===== config.mk =====
export PLATFORM = sky130hd
export DESIGN_NAME = truncon_eq_monitor_flat
export DESIGN_NICKNAME = d
export VERILOG_FILES = /design/src/rtl/truncon_pkg.sv /design/src/rtl/truncon_eq_monitor_if.sv /design/src/rtl/skid_buffer.sv /design/src/rtl/truncon_eq_monitor.sv /design/src/flat_wrapper.sv
export SDC_FILE = /design/constraint.sdc
export NUM_CORES = 1
export LEC_CHECK = 0
export CAP_MARGIN = 5
export CORE_MARGIN = 1
export CORE_UTILIZATION = 35
export DETAILED_ROUTE_END_ITERATION = 8
export REMOVE_ABC_BUFFERS = 1
export SETUP_SLACK_MARGIN = 0.5
export SYNTH_ARGS = -nofsm -noshare
export SYNTH_HDL_FRONTEND = slang
export SYNTH_HIERARCHICAL = 1
export SYNTH_SLANG_ARGS = --single-unit

===== constraint.sdc =====
create_clock -name clk -period 5.71 [get_ports clk]
set_clock_uncertainty 0.2 [all_clocks]
set_input_delay 1.142 -clock clk [delete_from_list [all_inputs] [get_ports clk]]
set_output_delay 1.142 -clock clk [all_outputs]
set_load 0.005 [all_outputs]

===== src/rtl/truncon_pkg.sv =====
// Shared definitions for the truncon equal-flag monitor.
//   DATA_W_DEF   : default vector width (matches truncon outVec)
//   skid_state_e : occupancy state of the 2-entry skid buffer
//   sat_inc      : saturating increment, held at max_v once reached
package truncon_pkg;

  localparam int DATA_W_DEF = 8;

  typedef enum logic [1:0] {
    ST_EMPTY = 2'd0,
    ST_ONE   = 2'd1,
    ST_FULL  = 2'd2
  } skid_state_e;

  function automatic logic [31:0] sat_inc(input logic [31:0] v, input logic [31:0] max_v);
    return (v >= max_v) ? v : v + 32'd1;
  endfunction

endpackage


===== src/rtl/truncon_eq_monitor_if.sv =====
// Stream bundle around the monitor stage.
//   in_valid/in_ready/in_vec/in_equal    : upstream (truncon) side
//   out_valid/out_ready/out_vec/out_equal: downstream side
// master = environment (drives inputs, consumes outputs); slave = monitor.
interface truncon_eq_monitor_if #(
  parameter int DATA_W = 8
);
  logic              in_valid;
  logic              in_ready;
  logic [DATA_W-1:0] in_vec;
  logic              in_equal;
  logic              out_valid;
  logic              out_ready;
  logic [DATA_W-1:0] out_vec;
  logic              out_equal;

  modport master (
    output in_valid, in_vec, in_equal, out_ready,
    input  in_ready, out_valid, out_vec, out_equal
  );

  modport slave (
    input  in_valid, in_vec, in_equal, out_ready,
    output in_ready, out_valid, out_vec, out_equal
  );
endinterface


===== src/rtl/skid_buffer.sv =====
// Two-entry skid buffer with fully registered handshake outputs.
//   clk, rst            : clock, synchronous active-high reset
//   valid_i/ready_o     : upstream handshake, data_i payload
//   valid_o/ready_i     : downstream handshake, data_o payload
// main_q always holds the head entry; skid_q holds the second entry
// only while the buffer is FULL.
module skid_buffer
  import truncon_pkg::*;
#(
  parameter int W = DATA_W_DEF + 1
) (
  input  logic         clk,
  input  logic         rst,
  input  logic         valid_i,
  output logic         ready_o,
  input  logic [W-1:0] data_i,
  output logic         valid_o,
  input  logic         ready_i,
  output logic [W-1:0] data_o
);

  skid_state_e  state_q, state_d;
  logic [W-1:0] main_q, skid_q;
  logic         in_ready_q, out_valid_q;
  logic         accept, emit;

  assign accept = valid_i & in_ready_q;
  assign emit   = out_valid_q & ready_i;

  always_comb begin
    state_d = state_q;
    unique case (state_q)
      ST_EMPTY: if (accept) state_d = ST_ONE;
      ST_ONE: begin
        if (accept && !emit)      state_d = ST_FULL;
        else if (!accept && emit) state_d = ST_EMPTY;
      end
      ST_FULL:  if (emit) state_d = ST_ONE;
      default:  state_d = ST_EMPTY;
    endcase
  end

  always_ff @(posedge clk) begin
    if (rst) begin
      state_q     <= ST_EMPTY;
      in_ready_q  <= 1'b1;
      out_valid_q <= 1'b0;
      main_q      <= '0;
      skid_q      <= '0;
    end else begin
      state_q     <= state_d;
      // Handshake flags are registered copies of the next occupancy.
      in_ready_q  <= (state_d != ST_FULL);
      out_valid_q <= (state_d != ST_EMPTY);
      if (state_q == ST_FULL) begin
        if (emit) main_q <= skid_q;
      end else if (accept && (state_q == ST_EMPTY || emit)) begin
        main_q <= data_i;
      end
      // Head is stalled and a new word arrives: park it behind the head.
      if (state_q == ST_ONE && accept && !emit) skid_q <= data_i;
    end
  end

  assign ready_o = in_ready_q;
  assign valid_o = out_valid_q;
  assign data_o  = main_q;

endmodule


===== src/rtl/truncon_eq_monitor.sv =====
// Registered stage behind truncon: forwards {vec, equal} through a skid
// buffer and keeps saturating statistics on the equal flag.
//   clk, rst, clr : clock, sync active-high reset, sync statistics clear
//   bus           : stream interface (slave side)
//   total_cnt     : accepted samples
//   eq_cnt        : accepted samples with equal=1
//   run_len       : current run of consecutive equal=1
//   max_run       : longest run since reset/clr
//   run_alarm     : run_len >= RUN_THRESH
module truncon_eq_monitor
  import truncon_pkg::*;
#(
  parameter int DATA_W     = DATA_W_DEF,
  parameter int CNT_W      = 16,
  parameter int RUN_THRESH = 3
) (
  input  logic                 clk,
  input  logic                 rst,
  input  logic                 clr,
  truncon_eq_monitor_if.slave  bus,
  output logic [CNT_W-1:0]     total_cnt,
  output logic [CNT_W-1:0]     eq_cnt,
  output logic [CNT_W-1:0]     run_len,
  output logic [CNT_W-1:0]     max_run,
  output logic                 run_alarm
);

  localparam logic [31:0] CNT_MAX = 32'((64'd1 << CNT_W) - 64'd1);
  localparam logic [31:0] THRESH  = 32'(RUN_THRESH);

  logic [DATA_W:0] skid_out;
  logic            accept;

  skid_buffer #(.W(DATA_W + 1)) u_skid (
    .clk     (clk),
    .rst     (rst),
    .valid_i (bus.in_valid),
    .ready_o (bus.in_ready),
    .data_i  ({bus.in_equal, bus.in_vec}),
    .valid_o (bus.out_valid),
    .ready_i (bus.out_ready),
    .data_o  (skid_out)
  );

  assign bus.out_equal = skid_out[DATA_W];
  assign bus.out_vec   = skid_out[DATA_W-1:0];
  assign accept        = bus.in_valid & bus.in_ready;

  logic [CNT_W-1:0] total_q, eq_q, run_q, max_q;
  logic [CNT_W-1:0] total_d, eq_d, run_d, max_d;
  logic [CNT_W-1:0] base_total, base_eq, base_run, base_max;
  logic             alarm_q, alarm_d;

  always_comb begin
    // clr zeroes the base first so a coincident sample lands on fresh counters.
    base_total = clr ? '0 : total_q;
    base_eq    = clr ? '0 : eq_q;
    base_run   = clr ? '0 : run_q;
    base_max   = clr ? '0 : max_q;
    total_d    = base_total;
    eq_d       = base_eq;
    run_d      = base_run;
    max_d      = base_max;
    alarm_d    = clr ? 1'b0 : alarm_q;
    if (accept) begin
      total_d = CNT_W'(sat_inc(32'(base_total), CNT_MAX));
      eq_d    = bus.in_equal ? CNT_W'(sat_inc(32'(base_eq), CNT_MAX)) : base_eq;
      run_d   = bus.in_equal ? CNT_W'(sat_inc(32'(base_run), CNT_MAX)) : '0;
      max_d   = (run_d > base_max) ? run_d : base_max;
      alarm_d = (32'(run_d) >= THRESH);
    end
  end

  always_ff @(posedge clk) begin
    if (rst) begin
      total_q <= '0;
      eq_q    <= '0;
      run_q   <= '0;
      max_q   <= '0;
      alarm_q <= 1'b0;
    end else begin
      total_q <= total_d;
      eq_q    <= eq_d;
      run_q   <= run_d;
      max_q   <= max_d;
      alarm_q <= alarm_d;
    end
  end

  assign total_cnt = total_q;
  assign eq_cnt    = eq_q;
  assign run_len   = run_q;
  assign max_run   = max_q;
  assign run_alarm = alarm_q;

endmodule


===== src/flat_wrapper.sv =====
// flat-port wrapper written by rule: the top's interface ports become plain ports
module truncon_eq_monitor_flat import truncon_pkg::*;
#(
  parameter int DATA_W     = DATA_W_DEF,
  parameter int CNT_W      = 16,
  parameter int RUN_THRESH = 3
)
  (clk, rst, clr, total_cnt, eq_cnt, run_len, max_run, run_alarm, bus_in_valid, bus_in_vec, bus_in_equal, bus_out_ready, bus_in_ready, bus_out_valid, bus_out_vec, bus_out_equal);
  truncon_eq_monitor_if #(.DATA_W(DATA_W)) bus_i ();
  input  logic clk;
  input  logic rst;
  input  logic clr;
  output logic [CNT_W-1:0] total_cnt;
  output logic [CNT_W-1:0] eq_cnt;
  output logic [CNT_W-1:0] run_len;
  output logic [CNT_W-1:0] max_run;
  output logic run_alarm;
  input wire logic [$bits(bus_i.in_valid)-1:0] bus_in_valid;
  input wire logic [$bits(bus_i.in_vec)-1:0] bus_in_vec;
  input wire logic [$bits(bus_i.in_equal)-1:0] bus_in_equal;
  input wire logic [$bits(bus_i.out_ready)-1:0] bus_out_ready;
  output wire logic [$bits(bus_i.in_ready)-1:0] bus_in_ready;
  output wire logic [$bits(bus_i.out_valid)-1:0] bus_out_valid;
  output wire logic [$bits(bus_i.out_vec)-1:0] bus_out_vec;
  output wire logic [$bits(bus_i.out_equal)-1:0] bus_out_equal;
  assign bus_i.in_valid = bus_in_valid;
  assign bus_i.in_vec = bus_in_vec;
  assign bus_i.in_equal = bus_in_equal;
  assign bus_i.out_ready = bus_out_ready;
  assign bus_in_ready = bus_i.in_ready;
  assign bus_out_valid = bus_i.out_valid;
  assign bus_out_vec = bus_i.out_vec;
  assign bus_out_equal = bus_i.out_equal;
  truncon_eq_monitor #(.DATA_W(DATA_W), .CNT_W(CNT_W), .RUN_THRESH(RUN_THRESH)) u_core (.clk(clk), .rst(rst), .clr(clr), .bus(bus_i), .total_cnt(total_cnt), .eq_cnt(eq_cnt), .run_len(run_len), .max_run(max_run), .run_alarm(run_alarm));
endmodule

==> run summary, run 1 <==
outcome = finished clean
vias in the first global route = 4,172
initial antenna violation count = 0
Max Freq = 216.1 MHz
Max Slew Vio Count = 0
CTS buffer count = 9
endpoints failing hold = 0
clk slew on worst S/H paths = 0.06 ns
ANT cells = 0
Synth async-reset ratio = 0%
Post-CTS Hold Buffers = 0
CTS Root Cell = clkbuf_16
WS Path Type = primary input to flip-flop
# H-tree levels = 3
total negative slack = 0 ns
Iter 0 DRT Violations = 246
post-layout min period = 4.628 ns
DP HPWL = 8898 um
worst path arrival time = 4.70 ns
Max FO, Critical Path = 25
synth warn = 6
Die W = 118.6 um
Critical Path Sink Type = flip-flop
overall power = 1.436 mW
distinct cell type count after synthesis = 59
Top Layer Used = met4
Avg WL per Cell = 15.16 um
pwr/cell area = 232.7 nW/um^2
die area = 14,080 um^2
worst slew pin tran = 0.8214 ns
Max-slew headroom = 45.24%
area grow syn2layout = 29.61%
PortBufs = 89
residual DRC count = 0
max cap viols = 0
met3 WL = 533 um
Nets = 674
sequential cell area fraction in the yosys report = 36.57%
global-route wire length before repair = 20,610 um
starting density of the core = 35.96%
most frequent cells in the layout = 87 x clkdlybuf4s50_1, 87 x dfxtp_1, 53 x nor2_1
most used flip-flop cell after synthesis = dfxtp_1
Data required, critical path = 5.78 ns
first-pass detailed-route iteration total = 4
Worst Reg2Reg Path Length in Cells = 13
post-CTS setup buffer count = 0
layout cells sized above 1 = 11.30%
# resized after CTS = 0
Routed WL = 12,460 um
area of the mapped netlist = 4762 um^2
clock latency on the worst-skew pair = 0.35 ns
worst vdd ir = 154.9 uV
wl on met1 = 5681 um
clock buffer depth = 2
Yosys reg bits = 87
Via density = 5.173
Total Routing Usage GR = 18.29%
crit share post-route = 81.06%
synthesized instance count = 558
gpl congestion = 0.8953
FP Rows = 42
total gr overflow = 0
RSZ-0062 raised after global routing = no
clock sinks = 87
Final ANT Viol Nets = 0
startpoint class of the critical path = primary input
Post-synth EDFFs = 0
hold-critical path depth = 2
endpoints failing setup = 0
io pins = 90
Leakage = 2.314 nW
HP Class = flip-flop to flip-flop
vias = 4,252
synthesized area per cell = 8.534 um^2
Met2 Routed Length = 6013 um
CTS tree = built
largest net degree at the start of global routing = 57
Die Y-Extent = 118.6 um
Core Area = 13,240 um^2
-- critical path: stages --
cell	delay, ns
buf_2	0.23
nor2b_1	0.34
ha_1	0.32
and4_2	0.31
nand2_2	0.13
a31oi_1	0.36
ha_1	0.32
a2111oi_0	0.44
a21oi_1	0.11
o21ai_0	0.22
a31oi_2	0.12
buf_4	0.21
or2_2	0.28
a21oi_1	0.14
-- stage by stage --
stage / std cells / setup WS [ns] / hold slack (ns) / instance area [um^2] / util [%]
final: 822 / 1.082 / 0.2944 / 6172 / 46.61
after global routing: 822 / 0.7393 / 0.3229 / 6172 / 46.61
after CTS: 822 / 1.079 / 0.3003 / 6172 / 46.61
after detailed placement: 806 / 0.7312 / 0.2858 / 5839 / 44.09
after global placement: 806 / 0.8486 / 0.2766 / 5839 / 44.09
after floorplan: 526 / 1.003 / 0.2627 / 4619 / -
-- cells by family (layout without fill, tap and decap cells) --
kind of cell	Yosys count	in the layout	share of synthesized area, %
flops	87	87	36.57
xor+xnor	32	32	5.885
simple gates	262	262	30.29
fa+ha+maj	19	19	4.992
compound gates	97	97	14.08
buf+inv	39	127	3.547
mux	22	22	4.624
-- Yosys cell counts (3+ instances only) --
cell | instances | area (um^2)
xnor2_1 | 18 | 157.7
and3_1 | 10 | 62.56
inv_1 | 6 | 22.52
xor2_1 | 14 | 122.6
a21o_1 | 3 | 22.52
nor3_1 | 17 | 85.08
nor3b_1 | 7 | 52.55
buf_2 | 3 | 15.01
nand2_1 | 45 | 168.9
nand3b_1 | 3 | 22.52
and4b_1 | 4 | 40.04
or2_2 | 17 | 106.4
nand2b_1 | 26 | 162.7
nand3_1 | 17 | 85.08
o21ai_0 | 9 | 45.04
and4_1 | 4 | 35.03
o2111ai_1 | 5 | 43.79
and2_1 | 5 | 31.28
a211oi_2 | 9 | 112.6
ha_1 | 19 | 237.7
nor2_1 | 53 | 198.9
mux2i_1 | 22 | 220.2
nor2b_1 | 20 | 125.1
a21oi_1 | 47 | 235.2
a31oi_1 | 6 | 37.54
nand4_1 | 12 | 75.07
or3_1 | 3 | 18.77
dfxtp_1 | 87 | 1742
clkbuf_1 | 26 | 97.59
-- cell type report --
class                           instances  area, um^2
Timing Repair Buffer                  104       993.5
Inverter                                7       26.28
Tap cell                              176       220.2
Fill cell                            1268        7071
Clock buffer                           12       256.5
Multi-Input combinational cell        432        2858
Clock inverter                          4       76.32
Sequential cell                        87        1742
-- per-layer routing --
metal,vias to the layer above,track usage (%)
li1,2136,-
met1,2008,22.48
met2,93,30.56
met3,15,4.730
met4,0,6.804
met5,-,0
-- worst paths after layout --
path	start	endpoint	slack, ns
worst max-delay path	clr	u_core/max_run[9]	1.08
worst min-delay path	u_core/u_skid/skid_q[1]	u_core/u_skid/skid_q[1]	0.29
worst max register to register	u_core/run_len[0]	u_core/max_run[9]	1.71
worst min register to register	u_core/u_skid/skid_q[1]	u_core/u_skid/skid_q[1]	0.29
-- sequential cells by signal, indices dropped and copies added, names as in the netlist --
name,flops
u_core/eq_cnt,16
u_core/max_run,16
u_core/run_alarm,1
u_core/run_len,16
u_core/total_cnt,16
u_core/u_skid/data_o,9
u_core/u_skid/ready_o,1
u_core/u_skid/skid_q,9
u_core/u_skid/state_q,2
u_core/u_skid/valid_o,1
-- power by group --
part           total, mW  internal, mW  switching (mW)
clock network      0.653         0.409           0.244
logic              0.147        0.0682          0.0786
registers          0.636         0.624          0.0120
Power figures use the tool's default switching activity.
==> run 2: changes to the inputs <==
clock period = 4 ns   (was 5.71 ns; I/O delays follow)
==> run summary, run 2 (same netlist as run 1, synthesis figures left out) <==
DP HPWL = 9972 um
Total Routing Usage GR = 20.34%
Clk network pwr share = 44.1%
area grow syn2layout = 36.99%
Psw = 0.4882 mW
layout cells sized above 1 = 18.06%
io pins = 90
DP Cell Count = 840
Nets = 710
worst slew pin tran = 0.8478 ns
CP top delay family = simple AND/OR/NAND/NOR gates
Seq pwr share = 44.7%
CTS buffer count = 9
post-layout min period = 3.555 ns
post-route insts no fill = 857
die area = 14,080 um^2
worst slack, placed = -0.1354 ns
outcome = finished clean
final worst-path setup slack = 0.4448 ns
worst path arrival time = 3.62 ns
WS Path Type = primary input to flip-flop
Max-slew headroom = 43.48%
Max FO, Critical Path = 21
sw frac = 24.04%
first-pass detailed-route iteration total = 4
Via density = 5.242
HP Class = flip-flop to flip-flop
Util after Layout = 49.26%
RSZ-0062 raised after global routing = yes
critical path's slowest cell = o41ai_2
Max Freq = 281.3 MHz
largest net degree at the start of global routing = 41
Fillers = 1,307
endpoints failing hold = 0
Max Slew Vio Count = 0
Iter 0 DRT Violations = 165
most frequent cells in the layout = 87 x clkdlybuf4s50_1, 87 x dfxtp_1, 53 x nor2_1
vias in the first global route = 4,596
FP Rows = 42
# H-tree levels = 3
clock latency on the worst-skew pair = 0.35 ns
Core Area = 13,240 um^2
pwr/cell area = 311.2 nW/um^2
Avg WL per Cell = 15.88 um
Data required, critical path = 4.07 ns
crit share post-route = 88.88%
vias = 4,492
Leakage = 2.513 nW
Crit path largest cell delay = 0.39 ns
global-route wire length before repair = 22,670 um
PortBufs = 89
endpoints failing setup = 0
clock sinks = 87
gpl congestion = 0.8932
Routed WL = 13,610 um
residual DRC count = 0
ANT cells = 0
Final ANT Viol Nets = 0
max cap viols = 0
worst vdd ir = 219.8 uV
internal power = 1.542 mW
clk slew on worst S/H paths = 0.06 ns
Crit path buffers/inverters = 3
Critical Path Sink Type = flip-flop
startpoint class of the critical path = primary input
Comb power frac = 11.2%
CTS tree = built
Die W = 118.6 um
CTS Root Cell = clkbuf_16
cell mode on critical path = nand4_1
crit-path cells = buf_6, and4b_1, nand4_1, buf_4, o2111ai_2, xor2_1, nor2_1, ha_1, nand4_1, o41ai_2, a31oi_2, buf_12, or2_2, a21oi_1
starting density of the core = 35.96%
clock buffer depth = 2
initial antenna violation count = 0
Die Y-Extent = 118.6 um
total gr overflow = 0
-- run 2: changes by cell type in the layout (fill, tap and decap cells not counted), sizes merged --
cell	before	now
clkinv	0	3
inv	8	7
clkbuf	12	9
buf	17	53
-- run 2: layout make-up --
class                           count  area [um^2]  share of cell area (%)
Multi-Input combinational cell    432         2942                   45.09
Sequential cell                    87         1742                   26.70
Timing Repair Buffer              140         1282                   19.66
Clock buffer                        9        225.2                   3.452
Tap cell                          176        220.2                   3.376
Clock inverter                      6        86.33                   1.323
Inverter                            7        26.28                  0.4028
-- run 2: what timing repair did --
action / in CTS / in global routing
setup endpoints to repair: 16 / 17
pin swaps: 5 / 5
gates resized for setup: 23 / 1
buffers inserted: 1 / 1
hold buffers: 0 / 0
-- run 2: power by group through the flow --
stage	clock (mW)	sequential (mW)	combinational, mW
2_1_floorplan	0	0.925	0.104
3_3_place_gp	0	0.926	0.222
3_5_place_dp	0	0.927	0.225
4_1_cts	0.922	0.908	0.229
5_1_grt	0.949	0.910	0.246
6_report	0.895	0.908	0.228
-- run 2: metal layers --
layer  routed length [um]  track usage (%)  vias to the layer above  share of wire, %
met5                    0                0                        -                 0
li1                     -                -                     2207                 -
met3                  529            3.668                       20               3.9
met4                  251            9.177                        0               1.8
met2                 6931            36.84                       89                51
met1                 5893            23.03                     2176                43
-- run 2: worst paths after layout --
| path | start | end | slack [ns] | depth (start not counted) |
|---|---|---|---|---|
| setup / recovery | clr | u_core/max_run[4] | 0.44 | 14 |
| hold / removal | u_core/u_skid/skid_q[8] | u_core/u_skid/skid_q[8] | 0.30 | 2 |
| setup reg to reg | u_core/run_len[0] | u_core/max_run[4] | 0.52 | 14 |
| hold reg to reg | u_core/u_skid/skid_q[8] | u_core/u_skid/skid_q[8] | 0.30 | 2 |
-- run 2: per-stage QoR --
stage / area, um^2 / setup TNS, ns / power [mW] / hold slack [ns]
detailed placement: 6107 / -1.636 / 1.152 / 0.2837
finish: 6524 / 0 / 2.030 / 0.2961
global placement: 6107 / -0.9178 / 1.147 / 0.2764
floorplan: 4619 / -5.791 / 1.029 / 0.2627
global route: 6524 / 0 / 2.105 / 0.3225
CTS: 6515 / 0 / 2.059 / 0.2990
-- run 2: worst reg2reg max path: stages (launching register included) --
cell and delay, ns:
dfxtp_1 0.44, nor2b_2 0.28, ha_4 0.19, buf_4 0.11, nand4_4 0.13, o2111ai_2 0.27
xor2_1 0.18, nor2_1 0.09, ha_1 0.30, nand4_1 0.13, o41ai_2 0.39, a31oi_2 0.10
buf_12 0.18, or2_2 0.28, a21oi_1 0.14
==> run 3: changes to the inputs <==
RECOVER_POWER = 100   (was default)
==> run summary, run 3 (same netlist as run 1, synthesis figures left out) <==
Die W = 118.6 um
most frequent cells in the layout = 87 x dfxtp_1, 79 x dlygate4sd3_1, 53 x nor2_1
worst slack, placed = -0.1354 ns
Post-CTS Hold Buffers = 0
CTS Root Cell = clkbuf_16
global-route wire length before repair = 22,670 um
Max FO, Critical Path = 21
vias in the first global route = 4,596
worst slew pin tran = 0.8021 ns
Leakage = 2.695 nW
max cap viols = 0
residual DRC count = 0
first-pass detailed-route iteration total = 4
starting density of the core = 35.96%
die area = 14,080 um^2
DP Cell Count = 840
Max Freq = 270.3 MHz
RSZ-0062 raised after global routing = yes
Final ANT Viol Nets = 0
gpl congestion = 0.8932
PortBufs = 89
initial antenna violation count = 0
Via density = 5.226
Die Y-Extent = 118.6 um
most common cell after layout, fill and taps aside = dfxtp_1
worst r2r dst = u_core/max_run[0]
total gr overflow = 0
post-route insts no fill = 857
area grow syn2layout = 34.79%
FP Rows = 42
clock sinks = 87
final worst-path setup slack = 0.2998 ns
layout cells sized above 1 = 14.39%
outcome = finished clean
worst path arrival time = 3.77 ns
DP HPWL = 9972 um
Worst Reg2Reg Path Length in Cells = 15
R2R Setup Slk = 0.44 ns
Hold Startpoint = u_core/u_skid/skid_q[0]
crit share post-route = 92.50%
clk slew on worst S/H paths = 0.06 ns
Critical Path Sink Type = flip-flop
largest net degree at the start of global routing = 41
CP Capture Point = u_core/max_run[4]
clock latency on the worst-skew pair = 0.35 ns
ANT cells = 0
WS Path Type = primary input to flip-flop
# H-tree levels = 3
Total Routing Usage GR = 20.34%
worst vdd ir = 218.9 uV
CTS buffer count = 9
Routed WL = 13,530 um
vias = 4,479
Data required, critical path = 4.07 ns
Max-slew headroom = 46.52%
Core Area = 13,240 um^2
HP Class = flip-flop to flip-flop
io pins = 90
Nets = 710
Iter 0 DRT Violations = 163
pwr/cell area = 313.7 nW/um^2
clock buffer depth = 2
Avg WL per Cell = 15.79 um
Max Slew Vio Count = 0
startpoint class of the critical path = primary input
endpoints failing hold = 0
CTS tree = built
Worst Setup SP = bus_in_equal
post-layout min period = 3.700 ns
endpoints failing setup = 0
RR Startpoint = u_core/run_len[0]
run 3: changes by cell type in the layout (fill, tap and decap cells not counted), moves of 2 or more:
cell	change
a211oi_1	+4
a211oi_2	-4
buf_4	-15
clkbuf_1	+15
clkdlybuf4s50_1	-79
dlygate4sd3_1	+79
o2111ai_1	+2
o2111ai_2	-2
run 3: power by group:
group          switching, mW  internal [mW]  leakage, nW  total (mW)
combinational          0.115         0.0965         1.84       0.212
sequential            0.0160          0.891        0.705       0.907
clock                  0.353          0.542        0.151       0.895
run 3: how the worst min path moves through the flow:
stage                                    to  slack (ns)  cells past startpoint
CTS                 u_core/u_skid/skid_q[8]        0.30                      2
global route        u_core/u_skid/skid_q[8]        0.32                      2
floorplan           u_core/u_skid/skid_q[0]        0.26                      2
detailed placement  u_core/u_skid/skid_q[8]        0.28                      2
finish              u_core/u_skid/skid_q[0]        0.29                      2
global placement    u_core/u_skid/skid_q[0]        0.28                      2
run 3: timing repair:
item / CTS / global route
setup endpoints to repair: 16 / 17
buffers inserted: 1 / 1
pin swaps: 5 / 5
gates resized for setup: 23 / 1
run 3: stage by stage:
stage                     hold WS [ns]  TNS, ns  instance area (um^2)  total power, mW  util, %
after floorplan                 0.2627   -5.791                  4619            1.029        -
after global placement          0.2764  -0.9178                  6107            1.147    46.12
after detailed placement        0.2837   -1.636                  6107            1.152    46.12
after CTS                       0.2990        0                  6515            2.059    49.20
after global routing            0.3225        0                  6419            2.088    48.47
final                           0.2949        0                  6419            2.014    48.47
run 3: final cells by class:
type | count | area, um^2
multi-input combinational | 432 | 2893
inverter | 7 | 26.28
clock buffer | 9 | 225.2
clock inverter | 6 | 86.33
sequential | 87 | 1742
timing repair buffer | 140 | 1226
fill | 1333 | 6824
tap | 176 | 220.2
run 3: metal layers:
| metal | up-vias | GRT usage [%] | part of all wire (%) |
|---|---|---|---|
| li1 | 2206 | - | - |
| met1 | 2155 | 23.03 | 44 |
| met2 | 97 | 36.84 | 51 |
| met3 | 21 | 3.668 | 3.5 |
| met4 | 0 | 9.177 | 2.1 |
| met5 | - | 0 | 0 |
run 3: worst max-delay path, cell delays in order:
cell	delay, ns
dlygate4sd3_1	0.60
nor2b_1	0.23
o21ai_0	0.14
a31oi_2	0.20
ha_1	0.30
a2111oi_2	0.42
a21oi_1	0.12
o21ai_0	0.20
a31oi_2	0.16
buf_12	0.18
or2_2	0.27
a21oi_1	0.15
